$ cat src/rtl/clkdiv_pkg.sv
// ----------------------------------------------------------------------------
// clkdiv_pkg : shared width, divisor type and reset divisor for multi_clock_div
// Revision   : 1.0
// ----------------------------------------------------------------------------
`default_nettype none

package clkdiv_pkg;

  localparam int CLKDIV_WIDTH = 32;

  typedef logic [CLKDIV_WIDTH-1:0] div_t;

  // 1 kHz slowCLK from a 100 MHz board clock
  localparam div_t CLKDIV_DEFAULT_DIV = div_t'(49999);

endpackage

`default_nettype wire

$ cat src/rtl/clkdiv_channel.sv
// ----------------------------------------------------------------------------
// clkdiv_channel : one divider lane with shadowed divisor, toggle clock + tick
// Optional macro  : CLKDIV_SYNC_EN adds syncIn phase alignment
// Revision        : 1.0
// ----------------------------------------------------------------------------
`default_nettype none

module clkdiv_channel
  import clkdiv_pkg::*;
#(
  parameter int               WIDTH       = CLKDIV_WIDTH,
  parameter logic [WIDTH-1:0] DEFAULT_DIV = WIDTH'(CLKDIV_DEFAULT_DIV)
) (
  input  logic             fastCLK,
  input  logic             reset_n,
  input  logic             en,
  input  logic             load,
`ifdef CLKDIV_SYNC_EN
  input  logic             syncIn,
`endif
  input  logic [WIDTH-1:0] divIn,
  output logic             slowCLK,
  output logic             tick,
  output logic             pending
);

  logic [WIDTH-1:0] r_counter;
  logic [WIDTH-1:0] r_active;
  logic [WIDTH-1:0] r_shadow;
  logic             r_pending;
  logic             r_slow;
  logic             r_tick;
  logic             w_wrap;

  assign w_wrap = (r_counter == r_active);

  always_ff @(posedge fastCLK) begin
    if (!reset_n) begin
      r_counter <= '0;
      r_active  <= DEFAULT_DIV;
      r_shadow  <= DEFAULT_DIV;
      r_pending <= 1'b0;
      r_slow    <= 1'b0;
      r_tick    <= 1'b0;
    end
`ifdef CLKDIV_SYNC_EN
    else if (syncIn && en) begin
      r_counter <= '0;
      r_slow    <= 1'b0;
      r_tick    <= 1'b0;
      if (r_pending) r_active <= r_shadow;
      // A same-edge load lands in the shadow for the next wrap
      r_pending <= load;
      if (load) r_shadow <= divIn;
    end
`endif
    else if (!en) begin
      r_counter <= '0;
      r_slow    <= 1'b0;
      r_tick    <= 1'b0;
      r_pending <= 1'b0;
      if (load) begin
        r_active <= divIn;
        r_shadow <= divIn;
      end else if (r_pending) begin
        r_active <= r_shadow;
      end
    end else begin
      if (w_wrap) begin
        r_counter <= '0;
        r_slow    <= ~r_slow;
        r_tick    <= 1'b1;
        if (r_pending) begin
          r_active  <= r_shadow;
          r_pending <= 1'b0;
        end
      end else begin
        r_counter <= r_counter + 1'b1;
        r_tick    <= 1'b0;
      end
      // Load overrides the pending clear so a wrap-edge load waits a period
      if (load) begin
        r_shadow  <= divIn;
        r_pending <= 1'b1;
      end
    end
  end

  assign slowCLK = r_slow;
  assign tick    = r_tick;
  assign pending = r_pending;

endmodule

`default_nettype wire

$ cat src/rtl/multi_clock_div.sv
// ----------------------------------------------------------------------------
// multi_clock_div : NUM_CH independent runtime-programmable clock dividers
// Optional macro  : CLKDIV_SYNC_EN adds syncIn to phase-align all channels
// Revision        : 1.0
// ----------------------------------------------------------------------------
`default_nettype none

module multi_clock_div
  import clkdiv_pkg::*;
#(
  parameter int               NUM_CH      = 4,
  parameter int               WIDTH       = CLKDIV_WIDTH,
  parameter logic [WIDTH-1:0] DEFAULT_DIV = WIDTH'(CLKDIV_DEFAULT_DIV)
) (
  input  logic                    fastCLK,
  input  logic                    reset_n,
  input  logic [NUM_CH-1:0]       en,
  input  logic [NUM_CH-1:0]       load,
`ifdef CLKDIV_SYNC_EN
  input  logic                    syncIn,
`endif
  input  logic [NUM_CH*WIDTH-1:0] divIn,
  output logic [NUM_CH-1:0]       slowCLK,
  output logic [NUM_CH-1:0]       tick,
  output logic [NUM_CH-1:0]       pending
);

  for (genvar i = 0; i < NUM_CH; i++) begin : g_ch
    clkdiv_channel #(
      .WIDTH      (WIDTH),
      .DEFAULT_DIV(DEFAULT_DIV)
    ) u_channel (
      .fastCLK(fastCLK),
      .reset_n(reset_n),
      .en     (en[i]),
      .load   (load[i]),
`ifdef CLKDIV_SYNC_EN
      .syncIn (syncIn),
`endif
      .divIn  (divIn[i*WIDTH +: WIDTH]),
      .slowCLK(slowCLK[i]),
      .tick   (tick[i]),
      .pending(pending[i])
    );
  end

endmodule

`default_nettype wire

$ cat config.mk
export PLATFORM = sky130hd
export DESIGN_NAME = multi_clock_div
export DESIGN_NICKNAME = d
export VERILOG_FILES = /design/src/rtl/clkdiv_pkg.sv /design/src/rtl/clkdiv_channel.sv /design/src/rtl/multi_clock_div.sv
export SDC_FILE = /design/constraint.sdc
export NUM_CORES = 1
export LEC_CHECK = 0
export BUFFER_PORTS_ARGS = -buffer_cell sky130_fd_sc_hd__clkbuf_2
export CAP_MARGIN = 5
export CELL_PAD_IN_SITES_DETAIL_PLACEMENT = 0
export CELL_PAD_IN_SITES_GLOBAL_PLACEMENT = 1
export CORE_UTILIZATION = 24
export CTS_CLUSTER_DIAMETER = 30
export DETAILED_ROUTE_END_ITERATION = 6
export PLACE_DENSITY_LB_ADDON = 0.05
export SYNTH_ARGS = -nofsm -noshare
export SYNTH_HDL_FRONTEND = slang
export SYNTH_SLANG_ARGS = --single-unit
$ cat constraint.sdc
create_clock -name fastCLK -period 4.2 [get_ports fastCLK]
set_input_delay 0.21 -clock fastCLK [delete_from_list [all_inputs] [get_ports fastCLK]]
set_output_delay 0.21 -clock fastCLK [all_outputs]
set_load 0.005 [all_outputs]
==> impl_metrics.csv <==
group,metric,value,unit
global_route,grt_pass1_wl,93500,µm
timing,worst_slew_margin_rel,0.207,
critical_path,cp_cell_sequence,"xor2_1, nor4_1, nand4_1, o21a_1, buf_4, a221o_1",
synthesis,synth_ff_type,"dfxtp_1",
timing,finalHoldViolCount,0,
synthesis,syn-num-nets,2359,
status,status,"complete, but fails checks",
critical_path,cp.arrival,3.33,ns
placed_design,dp_hpwl,38900,µm
route,routedWlPerCell,16.1,µm
route,vias_per_cell,4.40,
synthesis,ys_warn_count,0,
final_layout,syn2layout_area_growth,41.9,%
placed_design,placedCellCount,3295,
cts,numCtsBuffers,148,
final_layout,final_cell_count_no_fill,3704,
floorplan,die_h,287,µm
synthesis,ys_seq_area_frac,0.407,
timing,fmax,363,MHz
global_route,grt_max_degree,91,
synthesis,yosys.area.top_type,"dfxtp_1",
floorplan,io_pins,150,
floorplan,fp.coreArea,80400,µm²
critical_path,start_kind,"register",
min_path,hold_class,"primary input to register",
critical_path,crit_required,4.77,ns
power_and_ir_drop,p_per_area,559,nW/µm²
synthesis,synth_top_area_share,0.407,
synthesis,syn_area_per_cell,8.78,µm²
timing,fin_crit_sh,0.657,
route,final_antenna_net_count,0,
synthesis,synthTopCellsByArea,"dfxtp_1 (41%), mux2i_1 (16%), xor2_1 (8.2%)",
floorplan,fp.dieW,287,µm
cts,cts_root_buf,"clkbuf_16",
critical_path,cp_max_fo,12,
global_route,track_usage,0.146,
final_layout,num_antenna_cells,0,
route,drc_errors,1,
critical_path,path_delay_family,"compound AO/OA/AOI/OAI gates",
final_layout,utilization,0.343,
floorplan,die_area,82300,µm²
critical_path,critPathKind,"register to register",
route,first_pass_iters,7,
power_and_ir_drop,peakVddDrop,0.298,mV
placed_design,gp_congestion,0.733,
timing,whs,0.131,ns
critical_path,critPathCaptureType,"register",
final_layout,drive_gt1_frac,0.163,
final_layout,layout.nets,2670,
cts,post_cts_resized,0,
timing,tns,0,ns
cts,insertion_delay,0.69,ns
cts,clockBufferDepth,3,
power_and_ir_drop,p_leak,11.4,nW
cts,cts.sinks,396,
critical_path,crit_path_top_delay_cell,"o21a_1",
cts,path_clk_slew,0.04,ns
placed_design,dpl_worst_slack,1.41,ns
min_path,holdPathStages,6,
route,routed_wl,59500,µm
global_route,antenna_found_initial,0,
critical_path,crit_buf_inv,1,
timing,rsz0062_at_grt,"no",
timing,setup_viol,0,
synthesis,synthCells,2217,
status,violations,"DRC",
global_route,grt_pass1_vias,16500,
critical_path,crit_path_max_incr_delay,0.55,ns
global_route,grt_remaining_overflow,0,
cts,cts_tree,"built",
synthesis,synth_area,19500,µm²
synthesis,synth_seq_cells,396,
timing,drv_slew,0,
route,drtIter0Drc,669,
timing,fin_crit,2.76,ns
timing,finalClockSkew,0.0352,ns
cts,htree_num_levels,4,
timing,worst_slew_pin_slew,1.19,ns
critical_path,reg2regPathDepth,6,
flow_run,max_cap_viol_count,0,
critical_path,path_depth,6,
timing,timing.final.ws_setup,1.44,ns
floorplan,start_util,0.242,
route,vias,16300,
synthesis,ys_async_sr_fraction,0,
synthesis,synth_edf_count,0,
placed_design,portBuffers,149,
floorplan,rows,104,
synthesis,ys_types,42,
cell families (layout without fill, tap and decap cells):
kind of cell | Yosys count | in the layout | synth area share
AO/OA/AOI/OAI | 206 | 206 | 0.0715
XOR/XNOR | 241 | 241 | 0.108
adder cells (fa/ha/maj) | 4 | 4 | 0.00257
buffers and inverters | 218 | 645 | 0.0460
flip-flops | 396 | 396 | 0.407
multiplexers | 312 | 312 | 0.160
AND/OR/NAND/NOR | 840 | 840 | 0.204
timing repair:
| item | CTS | global route |
|---|---|---|
| hold buffers | 143 | 0 |
| endpoints found under the hold margin | 266 | 0 |
| buffers inserted | 0 | 0 |
cell type report:
type                       count  area [µm²]
sequential                   396        7930
fill                        8348       52800
clock inverter                37         544
timing repair buffer         319        2410
inverter                      60         225
multi-input combinational   1603       10700
clock buffer                 229        4460
tap                         1060        1330
synth_stat cells (3+ instances only):
master and n:
dfxtp_1 396, nand2_1 388, mux2i_1 312, xor2_1 183, nor2_1 140, clkbuf_1 119
o21ai_0 107, nor2b_1 98, inv_1 60, xnor2_1 58, nor4_1 48, nand3_1 43
nand4_1 43, a221o_1 36, o311ai_0 36, and4_1 21, nor3_1 19, a21oi_1 15
buf_2 14, buf_4 12, buf_1 11, or3_1 11, and3_1 9, ha_1 4
nor3b_1 4, a21boi_1 3, a21o_1 3, a41o_1 3, or2_2 3
state kept, by name, indices dropped and copies added, names as in the netlist:
signal,count
g_ch.u_channel.r_active,128
g_ch.u_channel.r_counter,128
g_ch.u_channel.r_shadow,128
g_ch.u_channel.pending,4
g_ch.u_channel.slowCLK,4
g_ch.u_channel.tick,4
metal layers:
layer	track usage	routed length, µm	up-vias
met2	0.225	26400	292
met4	0.0628	1380	0
met5	0	0	-
met1	0.194	29500	7634
met3	0.0318	2190	106
li1	-	-	8258
cells in the final DEF (no fill, tap or decap), types with 18 or more instances in the layout:
| master | n |
|---|---|
| nor2b_1 | 94 |
| nor3_1 | 19 |
| clkbuf_16 | 149 |
| xor2_1 | 183 |
| buf_4 | 25 |
| nand2_1 | 388 |
| dfxtp_1 | 392 |
| nor4_1 | 47 |
| clkbuf_1 | 37 |
| o311ai_0 | 36 |
| nor2_1 | 140 |
| dlygate4sd3_1 | 143 |
| clkinv_2 | 18 |
| clkbuf_2 | 148 |
| and4_1 | 21 |
| nand3_1 | 43 |
| a221o_1 | 36 |
| nand4_1 | 43 |
| o21ai_0 | 107 |
| inv_1 | 60 |
| clkbuf_8 | 43 |
| xnor2_1 | 58 |
| mux2i_1 | 312 |
stage by stage:
stage               power, mW  instance area [µm²]
floorplan                4.56                19500
global placement         4.86                21200
detailed placement       4.86                21200
CTS                      15.7                27600
global route             16.1                27600
finish                   15.4                27600
report_power, final:
| group | internal, mW | leakage [nW] | switching [mW] | total [mW] |
|---|---|---|---|---|
| clock | 7.53 | 2.46 | 3.02 | 10.6 |
| sequential | 3.92 | 3.23 | 0.130 | 4.05 |
| combinational | 0.405 | 5.72 | 0.439 | 0.844 |
| total | 11.9 | 11.4 | 3.59 | 15.4 |
worst register-to-register path: cells and delay by family, from the launching register on:
| family | cells | cell delay (ns) |
|---|---|---|
| AOI/OAI and AO/OA | 2 | 0.91 |
| and+or+nand+nor | 2 | 0.88 |
| DFF | 1 | 0.42 |
| buffers and inverters | 1 | 0.34 |
| xor gates and xnor gates | 1 | 0.11 |
path summary, 6_finish.rpt:
kind | startpoint | endpoint | slack [ns]
max reg2reg | g_ch[0].u_channel.r_counter[21] | g_ch[0].u_channel.r_active[14] | 1.44
min | load[1] | g_ch[1].u_channel.r_active[30] | 0.13
min reg2reg | g_ch[2].u_channel.r_shadow[1] | g_ch[2].u_channel.r_shadow[1] | 0.47
max | g_ch[0].u_channel.r_counter[21] | g_ch[0].u_channel.r_active[14] | 1.44
No activity file was read; power rests on OpenSTA's default activity.
